File: config.mk
export PLATFORM = sky130hd
export DESIGN_NAME = ram_sdp_arb_flat
export DESIGN_NICKNAME = d
export VERILOG_FILES = /design/src/rtl/ram_arb_pkg.sv /design/src/rtl/ram_sdp_arb_if.sv /design/src/rtl/ram_sdp_one_clock.sv /design/src/rtl/ram_sdp_arb.sv /design/src/flat_wrapper.sv
export SDC_FILE = /design/constraint.sdc
export NUM_CORES = 2
export LEC_CHECK = 0
export CORE_AREA = 5 5 439 441
export DETAILED_ROUTE_END_ITERATION = 10
export DIE_AREA = 0 0 444 446
export MAX_ROUTING_LAYER = met4
export PLACE_DENSITY = 0.67
export SYNTH_ARGS = -nofsm -noshare
export SYNTH_HDL_FRONTEND = slang
export SYNTH_SLANG_ARGS = --single-unit
File: constraint.sdc
create_clock -name clk -period 11.7 [get_ports clk]
set_clock_uncertainty 0.15 [all_clocks]
set_input_delay 2.34 -clock clk [delete_from_list [all_inputs] [get_ports clk]]
set_output_delay 2.34 -clock clk [all_outputs]
set_load 0.05 [all_outputs]
File: src/rtl/ram_arb_pkg.sv
// Shared types for the arbitrated simple-dual-port RAM.
// FSM state encoding and the read client id.
package ram_arb_pkg;

  typedef enum logic [0:0] {
    CLEAR = 1'b0,
    RUN   = 1'b1
  } state_e;

  typedef logic client_id_t;

  localparam client_id_t CLIENT0 = 1'b0;
  localparam client_id_t CLIENT1 = 1'b1;

endpackage

File: src/rtl/ram_sdp_arb_if.sv
// Handshake bundle for ram_sdp_arb: clear, write port,
// two read clients and the shared read response.
interface ram_sdp_arb_if #(
  parameter int DWIDTH = 64,
  parameter int DEPTH  = 32
) ();
  localparam int AWIDTH = $clog2(DEPTH);

  logic              clear_req;
  logic              init_busy;
  logic              wr_valid;
  logic              wr_ready;
  logic [AWIDTH-1:0] wr_addr;
  logic [DWIDTH-1:0] wr_data;
  logic              rd0_valid;
  logic              rd1_valid;
  logic [AWIDTH-1:0] rd0_addr;
  logic [AWIDTH-1:0] rd1_addr;
  logic              rd0_ready;
  logic              rd1_ready;
  logic              rsp_valid;
  logic              rsp_id;
  logic [DWIDTH-1:0] rsp_data;

  modport master (
    output clear_req, wr_valid, wr_addr, wr_data,
    output rd0_valid, rd1_valid, rd0_addr, rd1_addr,
    input  init_busy, wr_ready, rd0_ready, rd1_ready,
    input  rsp_valid, rsp_id, rsp_data
  );

  modport slave (
    input  clear_req, wr_valid, wr_addr, wr_data,
    input  rd0_valid, rd1_valid, rd0_addr, rd1_addr,
    output init_busy, wr_ready, rd0_ready, rd1_ready,
    output rsp_valid, rsp_id, rsp_data
  );
endinterface

File: src/rtl/ram_sdp_one_clock.sv
// Single-clock simple-dual-port RAM storage array:
// synchronous write, asynchronous read, no reset.
module ram_sdp_one_clock #(
  parameter int DWIDTH = 64,
  parameter int DEPTH  = 32,
  localparam int AWIDTH = $clog2(DEPTH)
) (
  input  logic              clk,
  input  logic              we,
  input  logic [AWIDTH-1:0] waddr,
  input  logic [DWIDTH-1:0] wdata,
  input  logic [AWIDTH-1:0] raddr,
  output logic [DWIDTH-1:0] rdata
);

  logic [DWIDTH-1:0] mem [DEPTH];

  always_ff @(posedge clk) begin
    if (we) mem[waddr] <= wdata;
  end

  assign rdata = mem[raddr];

endmodule

File: src/rtl/ram_sdp_arb.sv
// Two-reader round-robin RAM with one write port,
// a clear sweep after reset/clear_req and write-to-read bypass.
module ram_sdp_arb
  import ram_arb_pkg::*;
#(
  parameter int DWIDTH = 64,
  parameter int DEPTH  = 32
) (
  input logic          clk,
  input logic          rst_n,
  ram_sdp_arb_if.slave bus
);
  localparam int AWIDTH = $clog2(DEPTH);
  localparam logic [AWIDTH-1:0] LAST = AWIDTH'(DEPTH - 1);

  state_e            state;
  logic [AWIDTH-1:0] clr_cnt;
  client_id_t        prio;
  logic              run;
  logic              gnt0;
  logic              gnt1;
  logic              gnt;
  logic              we;
  logic [AWIDTH-1:0] waddr;
  logic [DWIDTH-1:0] wdata;
  logic [AWIDTH-1:0] raddr;
  logic [DWIDTH-1:0] rdata;
  logic              hit;

  assign run = (state == RUN);

  // prio names the client that wins when both request
  assign gnt0 = run && bus.rd0_valid &&
                (!bus.rd1_valid || prio == CLIENT0);
  assign gnt1 = run && bus.rd1_valid &&
                (!bus.rd0_valid || prio == CLIENT1);
  assign gnt  = gnt0 || gnt1;

  assign bus.init_busy = !run;
  assign bus.wr_ready  = run;
  assign bus.rd0_ready = gnt0;
  assign bus.rd1_ready = gnt1;

  assign we    = run ? bus.wr_valid : 1'b1;
  assign waddr = run ? bus.wr_addr : clr_cnt;
  assign wdata = run ? bus.wr_data : '0;
  assign raddr = gnt1 ? bus.rd1_addr : bus.rd0_addr;
  assign hit   = we && (waddr == raddr);

  ram_sdp_one_clock #(
    .DWIDTH (DWIDTH),
    .DEPTH  (DEPTH)
  ) u_ram (
    .clk   (clk),
    .we    (we),
    .waddr (waddr),
    .wdata (wdata),
    .raddr (raddr),
    .rdata (rdata)
  );

  always_ff @(posedge clk or negedge rst_n) begin
    if (!rst_n) begin
      state   <= CLEAR;
      clr_cnt <= '0;
    end else begin
      unique case (state)
        CLEAR: begin
          if (bus.clear_req) begin
            clr_cnt <= '0;
          end else if (clr_cnt == LAST) begin
            clr_cnt <= '0;
            state   <= RUN;
          end else begin
            clr_cnt <= clr_cnt + 1'b1;
          end
        end
        RUN: begin
          if (bus.clear_req) begin
            clr_cnt <= '0;
            state   <= CLEAR;
          end
        end
        default: state <= CLEAR;
      endcase
    end
  end

  always_ff @(posedge clk or negedge rst_n) begin
    if (!rst_n) begin
      prio          <= CLIENT0;
      bus.rsp_valid <= 1'b0;
      bus.rsp_id    <= CLIENT0;
      bus.rsp_data  <= '0;
    end else begin
      bus.rsp_valid <= gnt;
      if (gnt) begin
        prio         <= gnt1 ? CLIENT0 : CLIENT1;
        bus.rsp_id   <= gnt1;
        bus.rsp_data <= hit ? wdata : rdata;
      end
    end
  end

endmodule

File: src/flat_wrapper.sv
// flat-port wrapper written by rule: the top's interface ports become plain ports
module ram_sdp_arb_flat import ram_arb_pkg::*;
#(
  parameter int DWIDTH = 64,
  parameter int DEPTH  = 32
)
  (clk, rst_n, bus_clear_req, bus_wr_valid, bus_wr_addr, bus_wr_data, bus_rd0_valid, bus_rd1_valid, bus_rd0_addr, bus_rd1_addr, bus_init_busy, bus_wr_ready, bus_rd0_ready, bus_rd1_ready, bus_rsp_valid, bus_rsp_id, bus_rsp_data);
  ram_sdp_arb_if #(.DWIDTH(DWIDTH), .DEPTH(DEPTH)) bus_i ();
  input logic clk;
  input logic rst_n;
  input wire logic [$bits(bus_i.clear_req)-1:0] bus_clear_req;
  input wire logic [$bits(bus_i.wr_valid)-1:0] bus_wr_valid;
  input wire logic [$bits(bus_i.wr_addr)-1:0] bus_wr_addr;
  input wire logic [$bits(bus_i.wr_data)-1:0] bus_wr_data;
  input wire logic [$bits(bus_i.rd0_valid)-1:0] bus_rd0_valid;
  input wire logic [$bits(bus_i.rd1_valid)-1:0] bus_rd1_valid;
  input wire logic [$bits(bus_i.rd0_addr)-1:0] bus_rd0_addr;
  input wire logic [$bits(bus_i.rd1_addr)-1:0] bus_rd1_addr;
  output wire logic [$bits(bus_i.init_busy)-1:0] bus_init_busy;
  output wire logic [$bits(bus_i.wr_ready)-1:0] bus_wr_ready;
  output wire logic [$bits(bus_i.rd0_ready)-1:0] bus_rd0_ready;
  output wire logic [$bits(bus_i.rd1_ready)-1:0] bus_rd1_ready;
  output wire logic [$bits(bus_i.rsp_valid)-1:0] bus_rsp_valid;
  output wire logic [$bits(bus_i.rsp_id)-1:0] bus_rsp_id;
  output wire logic [$bits(bus_i.rsp_data)-1:0] bus_rsp_data;
  assign bus_i.clear_req = bus_clear_req;
  assign bus_i.wr_valid = bus_wr_valid;
  assign bus_i.wr_addr = bus_wr_addr;
  assign bus_i.wr_data = bus_wr_data;
  assign bus_i.rd0_valid = bus_rd0_valid;
  assign bus_i.rd1_valid = bus_rd1_valid;
  assign bus_i.rd0_addr = bus_rd0_addr;
  assign bus_i.rd1_addr = bus_rd1_addr;
  assign bus_init_busy = bus_i.init_busy;
  assign bus_wr_ready = bus_i.wr_ready;
  assign bus_rd0_ready = bus_i.rd0_ready;
  assign bus_rd1_ready = bus_i.rd1_ready;
  assign bus_rsp_valid = bus_i.rsp_valid;
  assign bus_rsp_id = bus_i.rsp_id;
  assign bus_rsp_data = bus_i.rsp_data;
  ram_sdp_arb #(.DWIDTH(DWIDTH), .DEPTH(DEPTH)) u_core (.clk(clk), .rst_n(rst_n), .bus(bus_i));
endmodule
==> metrics.txt <==
HPWL after detailed placement=120 mm; Mean Syn Cell Area=15.5 um2; Global Route Usage Sum=24.7%; Synth area leaders=edfxtp_1 (73%), mux2i_1 (4.9%), nand2_1 (3.6%); TritonCTS clock tree=done; Wirelength per Cell=29.6 um; GRT overflow=0; post-synth top area share=73.1%; Die X-Extent=444 um; Synthesis Warnings=0; Slew @ Worst Pin=1.32 ns; largest net degree at the start of global routing=172; most numerous cell in the Yosys netlist=edfxtp_1; post-cts sizing count=0; total CTS buffers=201; die height=446 um; First-pass DRT Iterations=8; FMAX=0.142 GHz; Final Slew Violations=0; Detail Route Antenna Nets=0; Hold EP=u_core.bus.rsp_data[34]; ys flop type=edfxtp_1; Core Util, Final=50.3%; Cell variety after synth=68; Setup CP Type=primary input to register; Worst Hold Depth=1; setup TNS=0 ns; Final Net Count=5623; Hold Fails Final Rpt=0; ys async rst share=3.44%; Critical Path End Type=register; # setup viols final=0; required time worst endpoint=12.27 ns; syn_nets=5524; Die ar.=198000 um2; max-cap violations=0; synthesized flop and latch total=2121; cell area after synthesis=84100 um2; antenna violations before repair=1; Hold Crit Start=u_core.bus.rsp_data[34]; worst hold-check path type=register to register; buffers added on ports=154; R2R Path End=u_core.bus.rsp_data[55]; clock slew seen by the registers of the worst setup and hold paths=0.06 ns; Finished Cell Area=95000 um2; share of layout cells above drive strength 1=9.48%; Worst Reg-to-Reg Cells=9; pwr/cell area=168 nW/um2; reg2reg start=u_core.bus.wr_ready; CTS Sinks=2121; Post-CTS Setup Repair Bufs=0; DRT iter0 DRCs=6343; unrepaired setup endpoints after global routing=no; VDD IR max=0.167 mV; flop2flop setup slack=5.84 ns; # fillers=15200; critical path fanouts, max=106; CTS Root Buffer Type=clkbuf_16; EDFF count, synth=2048; first-pass GRT wire length=349 mm; Yosys top cell by area=edfxtp_1; total wire length=244 mm; register area share after synthesis=75.3%; Critical Path Source Type=primary input; Layout area overhead=13.0%; leakage power=33.2 nW; vias in the first global route=49800; Final period util=60.2%; status=finished, final reports clean; hold-fix buffer count after cts=0; relative slew slack=11.7%; H-tree levels=4; Core Region=189000 um2; initial core utilization=44.5%; final worst path period need=7.04 ns; Max Root-Sink Buffers=3; Worst EP arrival=7.61 ns; row cnt=160; Clock Latency Late Sink=0.84 ns; IO Pins=155; Post-synth top cells=edfxtp_1 (2048), nand2_1 (803), mux2i_1 (410), and3_1 (224), a211oi_1 (220); vias=51300; gpl congestion=0.804; Mapped Cells=5437; via/cell ratio=6.25; DRC Markers=0; placed instance area=88500 um2
## worst max-delay path, cell delays in order
cell and delay [ns]:
clkdlybuf4s50_1 0.60, and2_4 0.29, nand3_4 0.52, nand2_8 0.86
xnor2_1 0.24, nand4_4 0.93, and2_4 0.77, buf_4 0.48
o21a_1 0.23, o41ai_2 0.26
## flip-flops by register name, summed over array words and instances (netlist names)
| signal | count |
|---|---|
| u_core.prio | 1 |
| u_core.bus.rsp_valid | 1 |
| u_core.u_ram.mem | 2048 |
| u_core.bus.wr_ready | 1 |
| u_core.bus.rsp_data | 64 |
| u_core.bus.rsp_id | 1 |
| u_core.clr_cnt | 5 |
## worst max-delay path by stage
stage / startpoint / to / slack, ns / cells after the start
after floorplan: bus_wr_addr[3] / u_core.u_ram.mem[17][0] / 5.39 / 4
after CTS: bus_rd1_valid / u_core.bus.rsp_data[59] / 4.73 / 10
after detailed placement: bus_rd1_valid / u_core.bus.rsp_data[55] / 3.84 / 10
after global placement: bus_rd1_valid / u_core.bus.rsp_data[5] / 3.98 / 10
final: bus_rd1_valid / u_core.bus.rsp_data[55] / 4.66 / 10
after global routing: bus_rd1_valid / u_core.bus.rsp_data[58] / 4.61 / 10
## kinds of logic (layout without fill, tap and decap cells)
logic type                 Yosys count  count (layout)  synth area share (%)
AOI/OAI and AO/OA                 1087            1087                  9.67
other                                0               3                     0
buffers and inverters              399             670                  2.18
muxes                              430             430                  5.27
xor gates and xnor gates             2               2                0.0208
adders and majority gates            2               2                0.0298
DFF                               2121            2121                  75.3
and+or+nand+nor                   1396            1396                  7.52
## cell type report
| type | instances | area (um2) | area share (%) |
|---|---|---|---|
| antenna | 3 | 7.51 | 0.00790 |
| tap | 2511 | 3140 | 3.31 |
| clock buffer | 267 | 5430 | 5.72 |
| sequential | 2121 | 63300 | 66.6 |
| timing repair buffer | 286 | 2680 | 2.82 |
| inverter | 9 | 33.8 | 0.0355 |
| multi-input combinational | 2917 | 19300 | 20.3 |
| clock inverter | 108 | 1110 | 1.17 |
## through the flow
stage	setup WS, ns	cells	hold WS (ns)	power, mW
floorplan	5.39	5437	0.351	9.19
CTS	4.73	8219	0.370	16.0
detailed placement	3.84	7844	0.357	9.62
global route	4.61	8219	0.386	16.4
global placement	3.98	7844	0.345	9.61
finish	4.66	8222	0.370	16.0
## per-layer routing
layer  up-vias  GRT usage [%]  part of all wire (%)
met1     26100           31.4                    38
met4         0           9.33                   4.3
li1      21700              -                     -
met5         -              -                     0
met3       559           4.07                   9.0
met2      3003           40.1                    49
## cells in the final DEF, fill, tap and decap left out, types with 130 or more instances in the layout
cell             Yosys  routed
a211oi_1           220     220
clkdlybuf4s50_1      0     153
clkbuf_16            0     205
nand3_1            130     130
a31oi_1            157     156
edfxtp_1          2048    2048
o221ai_1           174     174
and3_1             224     224
mux2i_1            410     410
nand2_1            803     800
## where the power goes
| part | switching [mW] | leakage, nW | total, mW | internal (mW) |
|---|---|---|---|---|
| combinational | 0.723 | 8.91 | 1.05 | 0.323 |
| clock | 2.80 | 3.19 | 6.49 | 3.69 |
| sequential | 0.0854 | 21.1 | 8.42 | 8.33 |
Power figures use the tool's default switching activity.
